File: src/rtl/video_pkg.sv
// Shared video definitions: TMDS symbol width, control tokens, channel indices
// and the small helpers used by the TMDS encoder.
package video_pkg;

  localparam int SYM_W = 10;

  localparam logic [SYM_W-1:0] TMDS_CTL_00 = 10'b1101010100;
  localparam logic [SYM_W-1:0] TMDS_CTL_01 = 10'b0010101011;
  localparam logic [SYM_W-1:0] TMDS_CTL_10 = 10'b0101010100;
  localparam logic [SYM_W-1:0] TMDS_CTL_11 = 10'b1010101011;

  localparam int CH_BLU = 0;
  localparam int CH_GRN = 1;
  localparam int CH_RED = 2;

  function automatic logic [3:0] popcount8(input logic [7:0] v);
    logic [3:0] n;
    n = '0;
    for (int i = 0; i < 8; i++) n = n + {3'b000, v[i]};
    return n;
  endfunction

  // Control bits are {C1, C0}.
  function automatic logic [SYM_W-1:0] tmds_ctl_token(input logic [1:0] c);
    logic [SYM_W-1:0] t;
    case (c)
      2'b00:   t = TMDS_CTL_00;
      2'b01:   t = TMDS_CTL_01;
      2'b10:   t = TMDS_CTL_10;
      default: t = TMDS_CTL_11;
    endcase
    return t;
  endfunction

endpackage

File: src/rtl/tmds_channel.sv
// One TMDS channel: q_m transition-minimising stage followed by the
// DC-balancing output stage with its running disparity counter.
module tmds_channel
  import video_pkg::*;
(
  input  logic             clk_pixel,
  input  logic             nreset,
  input  logic [7:0]       data,
  input  logic [1:0]       ctl,
  input  logic             de,
  output logic [SYM_W-1:0] symbol
);

  logic [3:0]        n1_data;
  logic              use_xnor;
  logic [8:0]        qm;
  logic [8:0]        qm_s1;
  logic [3:0]        n1_s1;
  logic              de_s1;
  logic [1:0]        ctl_s1;
  logic signed [4:0] cnt;
  logic signed [5:0] cnt_w;
  logic signed [5:0] diff;
  logic signed [5:0] cnt_next;
  logic [SYM_W-1:0]  sym_next;

  always_comb begin
    n1_data  = popcount8(data);
    use_xnor = (n1_data > 4'd4) || ((n1_data == 4'd4) && !data[0]);
    qm       = '0;
    qm[0]    = data[0];
    for (int i = 1; i < 8; i++)
      qm[i] = use_xnor ? ~(qm[i-1] ^ data[i]) : (qm[i-1] ^ data[i]);
    qm[8] = ~use_xnor;
  end

  always_ff @(posedge clk_pixel) begin
    if (!nreset) begin
      qm_s1  <= '0;
      n1_s1  <= '0;
      de_s1  <= 1'b0;
      ctl_s1 <= '0;
    end else begin
      qm_s1  <= qm;
      n1_s1  <= popcount8(qm[7:0]);
      de_s1  <= de;
      ctl_s1 <= ctl;
    end
  end

  // diff is N1-N0 of q_m[7:0]; 6-bit math keeps every intermediate in range.
  always_comb begin
    cnt_w    = {cnt[4], cnt};
    diff     = $signed({1'b0, n1_s1, 1'b0}) - 6'sd8;
    sym_next = tmds_ctl_token(ctl_s1);
    cnt_next = '0;
    if (de_s1) begin
      if ((cnt == 5'sd0) || (diff == 6'sd0)) begin
        sym_next = {~qm_s1[8], qm_s1[8], qm_s1[8] ? qm_s1[7:0] : ~qm_s1[7:0]};
        cnt_next = qm_s1[8] ? (cnt_w + diff) : (cnt_w - diff);
      end else if (((cnt > 5'sd0) && (diff > 6'sd0)) ||
                   ((cnt < 5'sd0) && (diff < 6'sd0))) begin
        sym_next = {1'b1, qm_s1[8], ~qm_s1[7:0]};
        cnt_next = cnt_w - diff + (qm_s1[8] ? 6'sd2 : 6'sd0);
      end else begin
        sym_next = {1'b0, qm_s1[8], qm_s1[7:0]};
        cnt_next = cnt_w + diff - (qm_s1[8] ? 6'sd0 : 6'sd2);
      end
    end
  end

  always_ff @(posedge clk_pixel) begin
    if (!nreset) begin
      symbol <= TMDS_CTL_00;
      cnt    <= '0;
    end else begin
      symbol <= sym_next;
      cnt    <= $signed(cnt_next[4:0]);
    end
  end

endmodule

File: src/rtl/tmds_encoder.sv
// DVI TMDS encoder: registers the pixel-stage outputs and feeds three
// independent channel encoders; only channel 0 carries the syncs.
module tmds_encoder
  import video_pkg::*;
#(
  parameter bit SYNC_INVERT = 1'b0
) (
  input  logic        clk_pixel,
  input  logic        nreset,
  input  logic [23:0] rgb,
  input  logic        hsync,
  input  logic        vsync,
  input  logic        blank,
  output logic [9:0]  tmds_red,
  output logic [9:0]  tmds_grn,
  output logic [9:0]  tmds_blu
);

  logic [23:0]            rgb_q;
  logic [1:0]             ctl_q;
  logic                   de_q;
  logic [2:0][SYM_W-1:0]  sym;

  // Inversion happens before the register so a cleared register means C=00.
  always_ff @(posedge clk_pixel) begin
    if (!nreset) begin
      rgb_q <= '0;
      ctl_q <= '0;
      de_q  <= 1'b0;
    end else begin
      rgb_q <= rgb;
      ctl_q <= {vsync, hsync} ^ {2{SYNC_INVERT}};
      de_q  <= ~blank;
    end
  end

  tmds_channel u_blu (
    .clk_pixel (clk_pixel),
    .nreset    (nreset),
    .data      (rgb_q[7:0]),
    .ctl       (ctl_q),
    .de        (de_q),
    .symbol    (sym[CH_BLU])
  );

  tmds_channel u_grn (
    .clk_pixel (clk_pixel),
    .nreset    (nreset),
    .data      (rgb_q[15:8]),
    .ctl       (2'b00),
    .de        (de_q),
    .symbol    (sym[CH_GRN])
  );

  tmds_channel u_red (
    .clk_pixel (clk_pixel),
    .nreset    (nreset),
    .data      (rgb_q[23:16]),
    .ctl       (2'b00),
    .de        (de_q),
    .symbol    (sym[CH_RED])
  );

  assign tmds_blu = sym[CH_BLU];
  assign tmds_grn = sym[CH_GRN];
  assign tmds_red = sym[CH_RED];

endmodule

File: config.mk
export PLATFORM = sky130hd
export DESIGN_NAME = tmds_encoder
export DESIGN_NICKNAME = d
export VERILOG_FILES = /design/src/rtl/video_pkg.sv /design/src/rtl/tmds_channel.sv /design/src/rtl/tmds_encoder.sv
export SDC_FILE = /design/constraint.sdc
export NUM_CORES = 1
export LEC_CHECK = 0
export BUFFER_PORTS_ARGS = -buffer_cell sky130_fd_sc_hd__buf_2
export CORE_ASPECT_RATIO = 0.9
export CORE_MARGIN = 10
export CORE_UTILIZATION = 50
export DETAILED_ROUTE_END_ITERATION = 10
export PLACE_DENSITY = 0.75
export SLEW_MARGIN = 10
export SYNTH_ARGS = -nofsm -noshare
export SYNTH_HDL_FRONTEND = slang
export SYNTH_SLANG_ARGS = --single-unit
File: constraint.sdc
create_clock -name clk_pixel -period 8.7 [get_ports clk_pixel]
set_input_delay 2.61 -clock clk_pixel [delete_from_list [all_inputs] [get_ports clk_pixel]]
set_output_delay 2.61 -clock clk_pixel [all_outputs]
set_load 0.02 [all_outputs]
==> results of run 1 <==
state kept, by name (all words and copies together) (netlist names), 9 cells and up:
| name | count |
|---|---|
| rgb_q | 24 |
| u_blu.symbol | 10 |
| u_grn.symbol | 10 |
| u_red.symbol | 10 |
| u_blu.qm_s1 | 9 |
| u_grn.qm_s1 | 9 |
| u_red.qm_s1 | 9 |
through the flow:
step	instance area (µm²)	cells	util (%)
after global placement	6830	872	54.1
after global routing	7130	888	56.4
after CTS	7130	888	56.4
after detailed placement	6830	872	54.1
after floorplan	6410	667	-
final	7130	888	56.4
worst paths after layout:
path / from / end / depth (start not counted)
hold reg to reg: de_q / u_grn.de_s1 / 1
setup reg to reg: rgb_q[8] / u_grn.n1_s1[2] / 20
setup / recovery: rgb_q[8] / u_grn.n1_s1[2] / 20
hold / removal: de_q / u_grn.de_s1 / 1
routing by layer:
metal / track usage (%) / up-vias / part of all wire (%)
met2: 25.3 / 116 / 49
li1: - / 2235 / -
met4: 5.27 / 0 / 1.6
met5: 0 / - / 0
met1: 16.6 / 2138 / 43
met3: 4.59 / 18 / 5.9
synth_stat cells (9+ instances only):
library cell and instances:
sky130_fd_sc_hd__a21oi_1 28, sky130_fd_sc_hd__and2_1 49, sky130_fd_sc_hd__clkbuf_1 13, sky130_fd_sc_hd__dfxtp_1 111, sky130_fd_sc_hd__fa_1 30, sky130_fd_sc_hd__ha_1 61, sky130_fd_sc_hd__inv_1 80, sky130_fd_sc_hd__nand2_1 45
sky130_fd_sc_hd__nor2_1 53, sky130_fd_sc_hd__nor3_1 9, sky130_fd_sc_hd__o21ai_0 21, sky130_fd_sc_hd__xnor2_1 39, sky130_fd_sc_hd__xor2_1 35
final cells by class:
type	count	share of cell area [%]
clock inverters	5	0.737
clock buffers	11	3.41
multi-input cells	457	53.4
well taps	164	2.88
inverters	82	4.32
flip-flops and latches	111	31.2
repair buffers	58	4.07
logic make-up (layout without fill, tap and decap cells):
family / count (synthesis) / count (layout) / share of synthesized area [%]
flops: 111 / 111 / 34.7
xor+xnor: 86 / 86 / 13.2
simple gates: 192 / 192 / 15.5
buf+inv: 99 / 156 / 5.95
mux: 6 / 6 / 0.995
fa+ha+maj: 91 / 91 / 21.3
compound gates: 82 / 82 / 8.49
power groups by stage:
stage	clock network [µW]	registers [µW]	logic [µW]
finish	401	620	927
global route	432	628	1070
CTS	413	621	929
detailed placement	0	633	921
global placement	0	630	881
floorplan	0	628	744
==> flow_results.org, run 1 <==
** Outcome
- The run finished with clean final reports.

** Routing
- After the first detailed-routing iteration, the DRC count stood at roughly 200.
- Wire length reported by the detailed router :: between 10000 and 15000 µm
- The detail route stage leaves a number of antenna-violating nets equal to 0.
- In the final routed layout, each cell accounts on average for around 14 µm.
- Avg Vias per Cell :: 5.08
- Pre-Repair DR Iteration Count :: 5
- The routed layout has around 4500 vias.
- Post-route DRC violation count :: 0

** Floorplan
- Core Footprint :: approximately 13000 µm²
- Width of the die :: 139 µm
- Initial standard-cell utilization of the core :: approximately 51%
- Die H :: ~130 µm
- Number of rows in the core area :: 39
- For this design the top-level I/O count stands at a little under 60.
- The die covers 17800 µm².

** Power
- VDD sags by at most about 0.14 mV.
- Power spread over the standard cell area amounts to ~270 nW/µm².
- Net switching is 38.8% of the power.
- Total power for the finished layout comes to a little under 2000 µW.
- P_leak :: around 0.0033 µW
- Sequential cells account for a little under a third of the total power.
- Per report_power, the clock group accounts for between 20% and 30% of the total.
- Total net switching power :: about 760 µW
- Combinational logic burns between 40% and 50% of the power.
- Internal portion of total power :: ~1200 µW

** Synth
- Area leader, netlist :: sky130_fd_sc_hd__dfxtp_1
- Share of synthesized flip-flops with an asynchronous set or reset :: 0%
- Synth top area share :: about a third
- Synth Instances :: 667
- In this run, synthesis inferred 0 flip-flops with an integrated enable.
- During synthesis, Yosys emitted a total of 0 warnings.
- The mapped netlist covers about 6400 µm².
- After synthesis, the cell types taking the most area are sky130_fd_sc_hd__dfxtp_1, sky130_fd_sc_hd__ha_1, sky130_fd_sc_hd__fa_1.
- Average footprint of a synthesized cell :: around 9.6 µm²
- Counting flops and latches in the post-synthesis netlist gives approximately 110.
- Net Count, Synth :: approximately 800
- Of the synthesized area, sequential elements account for a little over a third.
- Top flip-flop cell by instance count after synthesis :: sky130_fd_sc_hd__dfxtp_1
- In this run, distinct cell masters in the synthesized netlist total 55.

** Critical path
- Buffers & Inverters on Critical Path :: 4
- Data on the critical path is required at its endpoint by between 8 and 9 ns.
- The largest individual stage delay along the critical path comes from the cell sky130_fd_sc_hd__fa_1.
- Along the worst path, the maximum fanout reaches 4.
- STA classifies the critical path endpoint as a register.
- Largest delay contributor family on the critical path :: adder cells
- CP cell instances :: ha_1 -> inv_1 -> fa_1 -> fa_1 -> inv_1 -> fa_1 -> fa_1 -> nor3b_1 -> o21ai_0 -> a21oi_2 -> xnor2_1 -> ha_1 -> inv_1 -> fa_1 -> inv_1 -> fa_1 -> fa_1 -> fa_1 -> xnor2_1 -> nor2_1
- The worst setup path is launched from a register.
- Biggest cell delay along the critical path :: ~0.50 ns
- For flop-to-flop paths, the worst setup slack is ~2.8 ns.
- Arrival time worst endpoint :: between 6 and 7 ns
- The critical path in this run is classified as register to register.
- Most common cell type on the critical path :: sky130_fd_sc_hd__fa_1

** CTS
- TritonCTS clock tree :: yes
- Post-CTS sizing :: 0
- Clock Tree Buf Depth :: 2
- Buffers inserted during clock tree synthesis total 9.
- The clock reaches the later pin of the worst-skew pair after between 0.3 and 0.4 ns.
- After clock tree synthesis, the clock-pin slew on the worst setup and hold paths is ~0.07 ns.
- CTS HTree Levels :: 3
- For this design, the sink count on the clock tree is 111.
- Buffers inserted to repair hold after CTS numbered 0.
- The cell sitting at the root of the clock tree is a sky130_fd_sc_hd__clkbuf_16.
- Post-CTS repair timing setup buffer count :: 0

** Final layout
- Area Overhead vs Synth :: 11.2%
- Fill cell instance count of the final layout :: between 1000 and 1500
- Net count, final :: around 840
- Register area :: about 2200 µm²
- The multi-input combinational cells in the finished layout cover a total of around 3800 µm².
- 0 antenna diodes ended up in the layout.
- In the layout the commonest cells are sky130_fd_sc_hd__dfxtp_1, sky130_fd_sc_hd__inv_1, sky130_fd_sc_hd__ha_1, sky130_fd_sc_hd__buf_2, sky130_fd_sc_hd__nor2_1.
- The library cell used most frequently in the layout, excluding fill and tap cells, is sky130_fd_sc_hd__dfxtp_1.
- Of the cells placed in the final design, the portion with a size suffix greater than 1 is 14.0%.

** Min path
- Hold crit path type :: register to register

** Timing
- The total count of hold-check failures in the final report came to 0.
- Final period utilization :: 68.2%
- Transition at the pin with the smallest max-transition slack :: roughly 0.84 ns
- Based on the critical path, the design can be clocked at up to 169 MHz.
- Fin. max-slew vios :: 0
- Setup repair after global routing left no endpoint under its margin.
- Once routing completed, OpenROAD measured the worst setup slack at 2.77 ns.
- Final setup violation count :: 0
- Relative slew margins :: around 44%
- Final hold analysis gives a worst-case slack of 0.442 ns.
- Worst clock skew :: 0.00565 ns
- The clock period could shrink to between 5 and 6 ns.
- For the final routed database, the setup TNS stands at 0 ns.

** Global routing
- Wire length of the first global-routing pass :: between 20000 and 25000 µm
- Entering global routing, the biggest net connects a little under 60 pins.
- The number of antenna violations at the first check in global routing was 0.
- Global routing used ~15% of the available tracks across all layers.
- Overflow left after global routing :: 0
- The via count of the first global-routing pass came to approximately 4800.

** Placement
- Prior to clock tree synthesis, the placed netlist has a worst setup slack of ~2.8 ns.
- Routability-driven placement finished with a final weighted congestion of around 0.87.
- Final HPWL DP :: around 9600 µm
- Input and output buffers added on the ports amount to between 50 and 60.

** Run
- Number of max-cap violations :: 0
(Power assumes the default switching activity.)
==> run 2, diff against run 1 <==
Settings changed: PLACE_DENSITY 0.75 to 0.78.
Clock period 8.7 ns to 4.95 ns, I/O delays scaled along.
==> run 2 against run 1 <==
Against the previous run: the flow now finishes with violations (negative setup slack); die area unchanged; worst hold slack worse by 0.0061 ns; via count up 2.1%; sequential share of layout area down 1.5 points.
==> flow_results.org, run 2 (synthesis results as in run 1) <==
** CTS
- CTS placed an instance of sky130_fd_sc_hd__clkbuf_16 at the clock tree root.
- Worst-Skew Late Latency :: 0.35 ns
- Clock-pin slew on the worst setup and hold paths :: 0.07 ns
- Clock Tree Buf Depth :: 2
- CTS HTree Levels :: 3
- After clock tree synthesis, the flow added hold-fix buffers numbering 0.
- TritonCTS built the clock tree.
- Sinks on Clock Net :: approximately 110
- Clock buffers created by TritonCTS :: 9

** Critical path
- In this run the worst setup path begins at rgb_q[8].
- For the worst setup path, the data required time is between 5 and 6 ns.
- The startpoint identified for the worst register-to-register timing path is rgb_q[8].
- Most common cell type on the critical path :: sky130_fd_sc_hd__fa_1
- Largest delay contributor family on the critical path :: adder cells
- Biggest cell delay along the critical path :: roughly 0.53 ns
- The worst setup path is launched from a register.
- By startpoint and endpoint, the worst setup path is classified as register to register.
- For the worst setup path, the data arrival time is just under 6 ns.
- Crit-path max FO :: 2
- CP cell instances :: ha_4 -> inv_2 -> fa_1 -> fa_1 -> inv_2 -> fa_2 -> fa_1 -> nor3b_2 -> o21ai_1 -> a21oi_2 -> xnor2_1 -> ha_1 -> inv_2 -> fa_1 -> inv_1 -> fa_1 -> fa_2 -> fa_2 -> and2_1
- Slowest library cell on the worst path :: sky130_fd_sc_hd__fa_2
- Counting both buffers and inverters, the worst setup path holds a total of 4.
- CP Capture Type :: register

** Power
- Peak VDD IR :: a little under 0.3 mV
- Power density cells :: ~500 nW/µm²
- For this design the static power due to leakage is about 0.0034 µW.
- Summing internal, switching and leakage power gives 3670 µW.

** Min path
- In this run the most critical hold path is launched from ctl_q[0].
- Hold crit path type :: register to register

** Routing
- Post-route DRC violation count :: 0
- WL per Instance :: roughly 14 µm
- First-iteration detailed-routing DRC count :: around 230
- Wire length reported by the detailed router :: 13300 µm
- After detailed routing, the number of vias per cell comes to around 5.0.
- The count of nets left with antenna violations once routing finished came out at 0.
- Pre-Repair DR Iteration Count :: 4
- Vias :: ~4600

** Timing
- At the pin with the least slew margin, the transition time is 0.859 ns.
- The routed design could run at a clock period as short as roughly 5.5 ns.
- Setup violations remaining at the end of the flow were counted as 12.
- The count of final max-slew check failures is 0.
- Derived from the worst setup path, the maximum achievable clock frequency is 182 MHz.
- RSZ-0062 raised after global routing :: true
- Across all setup checks in the final design, the least slack found is -0.554 ns.
- After layout, the worst path uses 111% of the clock period.
- Worst clock skew :: ~0.009 ns
- Headroom to the max-slew limit came out at between 40% and 50%.
- Fin. Hold Viols :: 0

** Final layout
- Leaving out fill and tap cells, the most frequent cell in the layout is sky130_fd_sc_hd__dfxtp_1.
- Net count, final :: between 800 and 900
- Antenna Cells :: 0
- The register with the most flip-flops in the layout has 24 of them.
- In the layout the commonest cells are sky130_fd_sc_hd__dfxtp_1, sky130_fd_sc_hd__inv_1, sky130_fd_sc_hd__ha_1, sky130_fd_sc_hd__buf_2, sky130_fd_sc_hd__nor2_1.
- Register ranked first by flip-flop count :: rgb_q
- Relative to the synthesized area, the layout overhead comes to 16.9%.
- Of the cells placed in the final design, the portion with a size suffix greater than 1 is 22.6%.
- Once layout is complete, the cells apart from fillers number approximately 900.

** Global routing
- All-layer global routing usage :: between 10% and 20%
- The number of antenna violations at the first check in global routing came to 0.
- Via count of the first global-routing pass :: just under 5000
- Entering global routing, the biggest net connects 34 pins.
- Overflow left after global routing :: 0
- Wire length of the first global-routing pass :: ~23000 µm

** Placement
- Number of buffers added on ports :: 58
- In this run, placement finished with an instance count of just under 900.
- The congestion estimate from routability-driven global placement came to approximately 0.88.
- Final HPWL DP :: 10100 µm
- Post-Place Worst Slack :: -0.523 ns

** Outcome
- Failing checks :: negative setup slack
- Run status :: finished with violations

** Floorplan
- Number of placed I/O pins :: 59
- After floorplanning, the core was sized to cover roughly 13000 µm².
- Row generation in the floorplan step produced 39 rows.
- Once the floorplan was initialized, standard cells occupied between 50% and 60% of the core.
- Die H :: between 100 and 150 µm
- Width of the die :: approximately 140 µm
- The floorplan step defined a die boundary enclosing roughly 18000 µm².

** Run
- Number of max-cap violations :: 0
==> run 2: cell types whose count changed in the layout (fill, tap and decap cells not counted), moves of 3 or more <==
| cell | change |
|---|---|
| sky130_fd_sc_hd__buf_4 | +30 |
| sky130_fd_sc_hd__fa_1 | -10 |
| sky130_fd_sc_hd__fa_2 | +10 |
| sky130_fd_sc_hd__inv_1 | -10 |
| sky130_fd_sc_hd__inv_2 | +10 |
| sky130_fd_sc_hd__dfxtp_1 | -4 |
| sky130_fd_sc_hd__dfxtp_2 | +4 |
| sky130_fd_sc_hd__nor3b_1 | -4 |
| sky130_fd_sc_hd__nor3b_2 | +4 |
| sky130_fd_sc_hd__a21oi_1 | -3 |
| sky130_fd_sc_hd__a21oi_2 | +3 |
| sky130_fd_sc_hd__ha_1 | -3 |
| sky130_fd_sc_hd__ha_4 | +3 |
==> run 2: through the flow <==
stage / setup TNS [ns] / area [µm²] / hold slack [ns] / utilization (%)
5_1_grt: -5.63 / 7500 / 0.461 / 59.3
6_report: -3.65 / 7500 / 0.436 / 59.3
3_5_place_dp: -2.86 / 7040 / 0.418 / 55.7
4_1_cts: -3.29 / 7420 / 0.435 / 58.7
3_3_place_gp: -1.40 / 7040 / 0.416 / 55.7
2_1_floorplan: -2.21 / 6490 / 0.412 / -
==> run 2: worst register-to-register path, cell delays in order (launching register included) <==
cell	delay [ns]
sky130_fd_sc_hd__dfxtp_2	0.34
sky130_fd_sc_hd__ha_4	0.27
sky130_fd_sc_hd__inv_2	0.03
sky130_fd_sc_hd__fa_1	0.45
sky130_fd_sc_hd__fa_1	0.52
sky130_fd_sc_hd__inv_2	0.05
sky130_fd_sc_hd__fa_2	0.36
sky130_fd_sc_hd__fa_1	0.46
sky130_fd_sc_hd__nor3b_2	0.23
sky130_fd_sc_hd__o21ai_1	0.10
sky130_fd_sc_hd__a21oi_2	0.18
sky130_fd_sc_hd__xnor2_1	0.11
sky130_fd_sc_hd__ha_1	0.29
sky130_fd_sc_hd__inv_2	0.04
sky130_fd_sc_hd__fa_1	0.49
sky130_fd_sc_hd__inv_1	0.05
sky130_fd_sc_hd__fa_1	0.48
sky130_fd_sc_hd__fa_2	0.38
sky130_fd_sc_hd__fa_2	0.53
sky130_fd_sc_hd__and2_1	0.11
==> run 2: per-layer routing <==
metal,vias to the layer above,GRT usage [%],wire length [µm]
li1,2297,-,-
met4,0,4.72,231
met2,127,27.1,6650
met5,-,0,0
met1,2155,17.1,5730
met3,22,4.19,673
==> run 2: power breakdown <==
group	total, µW	internal, µW	switching (µW)	leakage (µW)
combinational	1860	871	988	0.00237
sequential	1090	1000	91.9	0.000916
clock	713	376	337	0.000141
total	3670	2250	1420	0.00343
==> run 2: final cells by class <==
cell class                 instances  area (µm²)
fill                            1031        5140
clock buffer                      11         253
clock inverter                     5        48.8
multi-input combinational        457        3920
timing repair buffer              90         538
tap                              164         205
sequential                       111        2230
inverter                          82         308
==> run 2: what timing repair did <==
| action | in CTS | in global routing |
|---|---|---|
| buffers inserted | 7 | 8 |
| gates resized for setup | 8 | 8 |
| setup endpoints to repair | 11 | 12 |
| pin swaps | 1 | 3 |
==> run 2: worst paths after layout <==
path / to / slack [ns] / depth (start not counted)
worst max-delay path: u_grn.n1_s1[1] / -0.55 / 19
worst min-delay path: u_blu.ctl_s1[0] / 0.44 / 1
worst max register to register: u_grn.n1_s1[1] / -0.55 / 19
worst min register to register: u_blu.ctl_s1[0] / 0.44 / 1
==> run 3, diff against run 2 <==
Settings changed: CORE_MARGIN 10 to 2, MAX_ROUTING_LAYER from default to met4.
==> run 3 against run 2 <==
Against the previous run: the run still ends with negative setup slack left; clock power up 10%; critical endpoint unchanged; register-to-register slack better by 0.09 ns; largest power group unchanged; total power up 1.1%; critical path type unchanged; non-clock buffer count down 2; final cell count down 0.33%; first-iteration DRC count up 9.1%; clock skew down 0.0037 ns; sequential share of layout area about the same; design area up 0.18%; highest routed layer unchanged; global-route usage up 4.3 points; setup slack better by 0.093 ns; critical path depth unchanged.
==> flow_results.org, run 3 (synthesis results as in run 1) <==
** Outcome
- The run finished, with violations left.
- The final reports fail on negative setup slack.

** Critical path
- By instance count, the cell type seen most on the critical path is sky130_fd_sc_hd__fa_1.
- The critical path contains buffers and inverters numbering 4 combined.
- R2R Path End :: u_grn.n1_s1[1]
- Biggest cell delay along the critical path :: 0.52 ns
- The signal on the critical path passes through ha_4 -> inv_2 -> fa_1 -> fa_1 -> inv_1 -> fa_2 -> fa_1 -> nor3b_2 -> o21ai_1 -> a21oi_2 -> xnor2_1 -> ha_1 -> inv_2 -> fa_1 -> inv_2 -> fa_1 -> fa_2 -> fa_2 -> and2_1.
- Data on the critical path is required at its endpoint by approximately 5.3 ns.
- CP Capture Type :: register
- At the worst endpoint, the arrival time is ~5.7 ns.
- Measured in cells, the most critical reg-to-reg path has a length of 19.
- Capture point of the critical path :: u_grn.n1_s1[1]
- STA classifies the critical path startpoint as a register.
- The kind of cell with the highest combined delay along the critical path is adder cells.
- The critical path is of the register to register type.
- Along the worst path, the maximum fanout reaches 2.
- Among all stages on the critical path, the largest delay is contributed by sky130_fd_sc_hd__fa_2.
- In this run the worst setup path begins at rgb_q[8].
- Flop-to-flop setup slack :: -0.46 ns
- The worst register-to-register path begins at rgb_q[8].
- The critical path crosses 19 cells after its start point.

** Final layout
- The register with the most flip-flops in the layout has 24 of them.
- Leaving out fill and tap cells, the most frequent cell in the layout is sky130_fd_sc_hd__dfxtp_1.
- From synthesis to final layout, the design area changed by 17.2%.
- Commonest cells after routing, fill and taps aside :: sky130_fd_sc_hd__dfxtp_1, sky130_fd_sc_hd__inv_1, sky130_fd_sc_hd__ha_1, sky130_fd_sc_hd__buf_2, sky130_fd_sc_hd__nor2_1
- Net count, final :: 869
- Cells with a size suffix above 1 make up ~22% of the layout.
- Final core occ :: between 50% and 60%
- Final instance area :: ~7500 µm²
- The register with the most flip-flops in the final layout is rgb_q.
- Fill cell instance count of the final layout :: 1064
- The number of antenna diodes in the final layout is 0.

** Placement
- Once placement finished, the instance area stood at roughly 7000 µm².
- Final GP Congestion :: 0.882
- Number of buffers added on ports :: 58
- The wire-length estimate of the detail-placed layout is between 9000 and 10000 µm.

** Routing
- WL per Instance :: roughly 13 µm
- The routed design has around 12000 µm of wire.
- Before antenna repair, the detailed router went through 7 iterations.
- Post-route DRC violation count :: 0
- Remaining number of nets flagged by the antenna check after routing :: 0
- First-iteration detailed-routing DRC count :: between 200 and 300
- In the routed layout, each cell is associated on average with a via count of between 5 and 6.
- The routed layout has between 4000 and 5000 vias.

** CTS
- The cell sitting at the root of the clock tree is a sky130_fd_sc_hd__clkbuf_16.
- The later pin in the worst-skew pair is clocked with a latency of 0.35 ns.
- TritonCTS clock tree :: yes
- In this run the number of H-tree levels came out at 3.
- Clock-pin slew was measured on the worst setup and hold paths at ~0.070 ns.
- Clock Tree Buf Depth :: 2
- The clock drives about 110 sinks.
- Counting the buffers created by CTS gives 9.
- CTS Hold Bufs :: 0

** Timing
- Setup violations remaining at the end of the flow were counted as 11.
- Fin. max-slew vios :: 0
- Transition at the pin with the smallest max-transition slack :: approximately 0.81 ns
- The total count of hold-check failures in the final report came to 0.
- Worst clock skew :: between 0.005 and 0.006 ns
- RSZ-0062 raised after global routing :: true
- Final period utilization :: 109%
- Relative slew margins :: a little under half
- After layout, the worst setup slack is -0.460 ns.
- Achievable clock frequency :: between 150 and 200 MHz
- Tmin final :: 5.41 ns

** Global routing
- All-layer global routing usage :: between 10% and 20%
- Wire length of the first global-routing pass :: between 20000 and 25000 µm
- Met1 track demand over resource in global routing :: a little under a quarter
- Via count of the first global-routing pass :: 4737
- For this run, global-route usage on met3 was measured as under 10%.
- After global routing the overflow that remains totals 0.
- Global routing consumed, on the met2 layer, between 30 and 40% of the routing resources.
- Initial antenna violation count :: 0
- Entering global routing, the biggest net connects 57 pins.
- After global routing, the most crowded layer is met2.

** Power
- Sw Ratio :: between 30 and 40%
- The analysis attributes to net switching a power of ~1400 µW.
- Registers are responsible for 29.4% of the overall power.
- P_leak :: around 0.0034 µW
- Per report_power, the clock group accounts for 21.1% of the total.
- Peak VDD IR :: about 0.21 mV
- Power density cells :: 494 nW/µm²
- Per report_power, the combinational group accounts for between 40% and 50% of the total.
- Overall power consumption after layout is estimated at 3710 µW.
- Internal portion of total power :: roughly 2300 µW

** Floorplan
- The floorplan step set the die height to ~110 µm.
- After floorplanning, the core was sized to cover 12600 µm².
- Once the floorplan was initialized, standard cells occupied around 50% of the core.
- The die is roughly 120 µm wide.
- For this design the top-level I/O count stands at a little under 60.
- Number of rows in the core area :: 39
- Die area :: about 14000 µm²

** Run
- Number of max-cap violations :: 0

** Min path
- In this run the worst hold path is classified as register to register.
- Hold_sp :: ctl_q[1]
-- run 3: metal layers --
layer  vias to the layer above  part of all wire, %
met2                       133                   50
met1                      2159                   44
met5                         -                    0
met4                         0                  1.4
li1                       2294                    -
met3                        17                  5.1
-- run 3: layout make-up --
type / instances / area, µm² / share of cell area [%]
well taps: 164 / 205 / 2.73
multi-input cells: 457 / 3920 / 52.2
clock buffers: 9 / 225 / 3.00
inverters: 82 / 308 / 4.10
clock inverters: 6 / 104 / 1.38
repair buffers: 88 / 519 / 6.91
flip-flops and latches: 111 / 2230 / 29.7
-- run 3: what timing repair did --
action / in CTS / in global routing
buffers inserted: 8 / 6
pin swaps: 5 / 10
gates resized for setup: 5 / 11
setup endpoints to repair: 11 / 12
-- run 3: per-stage QoR --
| step | hold slack (ns) | cells | worst slack (ns) | setup TNS [ns] |
|---|---|---|---|---|
| 2_1_floorplan | 0.412 | 667 | -0.430 | -2.21 |
| 3_3_place_gp | 0.415 | 889 | -0.326 | -1.41 |
| 3_5_place_dp | 0.420 | 889 | -0.479 | -2.53 |
| 4_1_cts | 0.438 | 912 | -0.478 | -2.99 |
| 5_1_grt | 0.465 | 917 | -0.690 | -5.53 |
| 6_report | 0.437 | 917 | -0.460 | -3.24 |
-- run 3: power by group through the flow --
stage / Combinational (µW) / Sequential, µW / Clock, µW
5_1_grt: 2080 / 1100 / 836
3_5_place_dp: 1680 / 1110 / 0
4_1_cts: 1780 / 1090 / 801
2_1_floorplan: 1340 / 1110 / 0
3_3_place_gp: 1580 / 1110 / 0
6_report: 1830 / 1090 / 784
-- run 3: worst min-delay path by stage --
stage	endpoint	slack [ns]	depth (start not counted)
6_report	u_blu.ctl_s1[1]	0.44	1
5_1_grt	u_blu.ctl_s1[0]	0.47	1
4_1_cts	u_blu.ctl_s1[1]	0.44	1
3_5_place_dp	u_blu.ctl_s1[1]	0.42	1
3_3_place_gp	u_grn.de_s1	0.42	1
2_1_floorplan	u_blu.ctl_s1[0]	0.41	1
